## src/rtl/dig_ctrl_spi_frontend.sv

```systemverilog
// dig_ctrl_spi_frontend: oversampled SPI mode-0 target turning command/data frames into register strobes
module dig_ctrl_spi_frontend #(
  parameter int SYNC_STAGES = 2
) (
  input  logic       clk_i,
  input  logic       rst_ni,
  input  logic       spi_sclk_i,
  input  logic       spi_mosi_i,
  input  logic       spi_cs_i,
  output logic       spi_miso_o,
  output logic [6:0] reg_addr_o,
  output logic [7:0] reg_wdata_o,
  output logic       reg_we_o,
  output logic       reg_re_o,
  input  logic [7:0] reg_rdata_i,
  output logic       busy_o,
  output logic       abort_o
);
  typedef enum logic [1:0] {IDLE, CMD, WDATA, RDATA} state_t;
  state_t state, state_d;
  logic [SYNC_STAGES-1:0] sclk_sync, mosi_sync, cs_sync;
  logic sclk_q, armed, pf, re_q;
  logic [2:0] cnt;
  logic [6:0] rx;
  logic [7:0] tx, rx_byte;
  logic sclk_s, mosi_s, cs_s, rise, fall, byte_done, we_d, re_d, abort_d;

  assign sclk_s     = sclk_sync[SYNC_STAGES-1];
  assign mosi_s     = mosi_sync[SYNC_STAGES-1];
  assign cs_s       = cs_sync[SYNC_STAGES-1];
  assign rise       = sclk_s & ~sclk_q;
  assign fall       = ~sclk_s & sclk_q;
  assign rx_byte    = {rx, mosi_s};
  assign byte_done  = rise && cnt == 3'd7 && state != IDLE;
  assign spi_miso_o = tx[7];
  assign busy_o     = armed & ~cs_s;

  // Synchronize the pins; armed stays low until CS is seen high, so a frame cut by reset is ignored
  always_ff @(posedge clk_i or negedge rst_ni) begin
    if (!rst_ni) begin
      sclk_sync <= '0;
      mosi_sync <= '0;
      cs_sync   <= '0;
      sclk_q    <= 1'b0;
      armed     <= 1'b0;
    end else begin
      sclk_sync <= {sclk_sync[SYNC_STAGES-2:0], spi_sclk_i};
      mosi_sync <= {mosi_sync[SYNC_STAGES-2:0], spi_mosi_i};
      cs_sync   <= {cs_sync[SYNC_STAGES-2:0], spi_cs_i};
      sclk_q    <= sclk_s;
      armed     <= armed | cs_s;
    end
  end

  // FSM state register
  always_ff @(posedge clk_i or negedge rst_ni) begin
    if (!rst_ni) state <= IDLE;
    else state <= state_d;
  end

  // Next state and strobes; a completing byte defers a simultaneous CS rise by one cycle so its strobe lands outside IDLE
  always_comb begin
    state_d = state;
    we_d    = 1'b0;
    re_d    = 1'b0;
    abort_d = 1'b0;
    if (state == IDLE) begin
      state_d = (!cs_s && armed) ? CMD : IDLE;
    end else if (cs_s && !byte_done) begin
      state_d = IDLE;
      abort_d = cnt != 3'd0;
    end else begin
      we_d = state == WDATA && byte_done;
      re_d = (state == CMD && byte_done && !rx_byte[7]) || (state == RDATA && pf && !cs_s);
      if (state == CMD && byte_done) state_d = rx_byte[7] ? WDATA : RDATA;
    end
  end

  // Output strobes, address, bit counter and shift registers
  always_ff @(posedge clk_i or negedge rst_ni) begin
    if (!rst_ni) begin
      reg_we_o    <= 1'b0;
      reg_re_o    <= 1'b0;
      abort_o     <= 1'b0;
      reg_wdata_o <= '0;
      reg_addr_o  <= '0;
      re_q        <= 1'b0;
      pf          <= 1'b0;
      cnt         <= '0;
      rx          <= '0;
      tx          <= '0;
    end else begin
      reg_we_o <= we_d;
      reg_re_o <= re_d;
      abort_o  <= abort_d;
      re_q     <= reg_re_o;
      pf       <= state == RDATA && byte_done;
      if (we_d) reg_wdata_o <= rx_byte;
      if (state == CMD && byte_done) reg_addr_o <= rx_byte[6:0];
      else if (reg_we_o || (state == RDATA && byte_done)) reg_addr_o <= reg_addr_o + 7'd1;
      if (state == IDLE) begin
        cnt <= '0;
        rx  <= '0;
      end else if (rise) begin
        cnt <= cnt + 3'd1;
        rx  <= rx_byte[6:0];
      end
      if (state == IDLE || state_d == IDLE) tx <= '0;
      else if (re_q) tx <= reg_rdata_i;
      else if (fall && cnt != 3'd0) tx <= {tx[6:0], 1'b0};
    end
  end
endmodule
```

## config.mk

```make
export PLATFORM = sky130hd
export DESIGN_NAME = dig_ctrl_spi_frontend
export DESIGN_NICKNAME = d
export VERILOG_FILES = /design/src/rtl/dig_ctrl_spi_frontend.sv
export SDC_FILE = /design/constraint.sdc
export NUM_CORES = 1
export LEC_CHECK = 0
export CAP_MARGIN = 25
export CORE_ASPECT_RATIO = 0.6
export CORE_MARGIN = 3
export CORE_UTILIZATION = 35
export CTS_BUF_LIST = sky130_fd_sc_hd__clkbuf_4 sky130_fd_sc_hd__clkbuf_8
export CTS_CLUSTER_DIAMETER = 30
export DETAILED_ROUTE_END_ITERATION = 12
export PLACE_DENSITY = 0.59
export REMOVE_ABC_BUFFERS = 1
export SETUP_SLACK_MARGIN = 0.02
export SYNTH_ARGS = -nofsm -noshare
export SYNTH_HDL_FRONTEND = slang
export SYNTH_SLANG_ARGS = --single-unit
```

## constraint.sdc

```tcl
create_clock -name clk_i -period 2.32 [get_ports clk_i]
set_input_delay 0.348 -clock clk_i [delete_from_list [all_inputs] [get_ports clk_i]]
set_output_delay 0.348 -clock clk_i [all_outputs]
set_load 0.005 [all_outputs]
```

==> impl_metrics.toml <==
[placement]
io_buffers = 32
gp_congestion = 0.7978
hpwl_mm = 2.875
dp.cells = 295
place_ws_ps = 449.6

[synth]
synthDominantCellAreaShare_pct = 58.01
async_flop_share_pct = 100.0
syn-cell-area_sq_um = 2071
synth_cell_types = 37
yosysSeqAreaShare_pct = 58.01
synth_cells = 187
synth_top_cell_by_area = "dfrtp_1"
ys_warn_count = 0
synth_edf_count = 0
synthTopCellsByArea = "dfrtp_1 (58%), nand2_1 (4.7%), mux2_2 (4.4%), a21oi_1 (3.9%), mux2i_1 (3.9%)"
syn_area_per_cell_sq_um = 11.07
ys_seq_elements = 48
synth_flop_cell = "dfrtp_1"

[worst_setup_path]
worstPathMaxFanout = 12
crit_type = "reg2reg"
startpoint = "cnt[0]$_DFFE_PN0P_"
critPathLaunchType = "flip-flop"
worstPathArrival_ps = 2090
r2r_start = "cnt[0]$_DFFE_PN0P_"
end_kind = "flip-flop"
critPathRequiredTime_ps = 2510

[clocking]
clk_pin_slew_ps = 90
cts.sinks = 48
cts_setup_buffers = 0
cts-resized-gates = 0
cts.htree.levels = 2
clock_path_buffers = 2
cts_tree = "yes"
clk_latency_ps = 300
numCtsBuffers = 5
clockRootBuffer = "clkbuf_8"

[pwr]
finalPower_mw = 1.442
vdd_drop_max_v = 0.0001993
power_per_cell_area_nw_per_um2 = 559.3
power.leakage_nw = 1.118

[die]
fp.dieW_microns = 105.3
ios = 33
dieArea_sq_um = 6906
chipHeight_microns = 65.58
start_util_pct = 36.66
core_area_sq_um = 5649
rows = 21

[min_path]
min_from = "cs_sync[0]$_DFF_PN0_"
hold_class = "reg2reg"

[final_layout]
areaGrowthSynthToFinish_pct = 24.53
final_cell_mix = "dfrtp_1 (48), clkdlybuf4s50_1 (31), nand2_1 (26)"
n_antenna_cell = 0
drive_gt1_share_pct = 12.95
utilization_pct = 45.65
instances_no_fill = 304
final_common_cell = "dfrtp_1"
fin_nets = 240

[global_route]
grt_util_all_layers_pct = 12.90
antenna_found_initial = 0
grt_pass1_wl_mm = 7.072
grt_max_degree = 19
grt_overflow = 0
grt_pass1_vias = 1431

[sta]
maxSlewViolCount = 0
skew_ps = 6.271
finalSetupViolCount = 0
layout_worst_path_cycle_share_pct = 81.89
fin_ws_ps = 420.2
worstMarginPinSlew_ps = 760.8
max_freq_mhz = 526.4
timing.setup.tns_ps = 0
maxSlewHeadroom_pct = 49.18
rsz0062_at_grt = "no"
fin_crit_ps = 1900
final_hold_viol_count = 0

[route]
vias = 1438
drt-pass1-iter-count = 4
avgViaCountPerCell = 4.730
drt_iter0_drc = 48
routedWlPerCell_microns = 13.34
ant_nets = 0
drc = 0
wl_mm = 4.054

[run_status]
status = "finished clean"

[run]
cap_viol_max_count = 0
==> sequential cells by signal (all words and copies together) (netlist names), 2 cells and up <==
signal       count
cnt              3
cs_sync          2
mosi_sync        2
reg_addr_o       7
reg_wdata_o      8
rx               7
sclk_sync        2
state            2
tx               8
==> stage by stage <==
step                hold WS (ps)  instance area [sq um]
global placement           266.0                   2479
finish                     354.9                   2579
detailed placement         272.8                   2479
CTS                        356.6                   2579
global route               362.1                   2579
floorplan                  52.41                   2026
==> where the power goes <==
part	internal [mW]	switching, mW
Combinational	0.0343	0.0398
Sequential	0.846	0.0111
Clock	0.214	0.296
Total	1.09	0.347
==> critical path, cell delays in order, from the launching register on <==
cell      delay [ps]
dfrtp_1          400
ha_1             170
ha_1             190
nand4b_2         270
nand2b_1         380
o21ai_0          150
a22o_1           250
==> layer usage <==
metal,vias to the layer above,wire (microns),track usage (%)
li1,721,-,-
met1,686,2227,20.10
met2,29,1588,16.98
met3,2,222,3.729
met4,0,15,3.437
met5,-,0,0
==> repair_timing <==
item | in CTS | in global routing
endpoints found under the hold margin | 13 | 0
endpoints found under the setup margin | 0 | 0
hold buffers | 1 | 0
==> path summary, 6_finish.rpt <==
kind	end	slack, ps	cells after the start
setup / recovery	reg_addr_o[3]$_DFFE_PN0P_	420	6
hold / removal	cs_sync[1]$_DFF_PN0_	350	0
setup reg to reg	reg_addr_o[3]$_DFFE_PN0P_	420	6
hold reg to reg	cs_sync[1]$_DFF_PN0_	350	0
max in group asynchronous	reg_addr_o[4]$_DFFE_PN0P_	1300	3
min in group asynchronous	reg_wdata_o[3]$_DFFE_PN0P_	470	2
==> cell families (layout without fill, tap and decap cells) <==
| family | after synthesis | count (layout) | synth area share (%) |
|---|---|---|---|
| simple gates | 61 | 61 | 14.80 |
| buf+inv | 14 | 51 | 3.082 |
| mux | 17 | 17 | 8.943 |
| xor+xnor | 1 | 1 | 0.4230 |
| compound gates | 42 | 42 | 12.33 |
| flops | 48 | 48 | 58.01 |
| fa+ha+maj | 4 | 4 | 2.417 |
==> cell usage after synthesis, types with 2 or more instances <==
master and number:
dfrtp_1 48, o22ai_1 4, buf_2 3, o21ai_0 5, nor2_1 14, nand2_1 26
a31oi_1 2, inv_1 5, nor2b_1 3, nand2b_1 2, a21oi_1 16, mux2_2 8
a22oi_1 2, nor3b_1 2, ha_1 4, clkbuf_1 5, nor3_1 3, nand3_1 3
a211oi_1 7, mux2i_1 8
==> layout make-up <==
type / count / area (sq um)
flip-flops and latches: 48 / 1201
repair buffers: 38 / 362.8
fillers: 548 / 3070
inverters: 5 / 18.77
clock buffers: 5 / 68.82
well taps: 80 / 100.1
multi-input cells: 125 / 805.8
clock inverters: 3 / 21.27
Note: power is estimated with default switching activity, not from simulation.
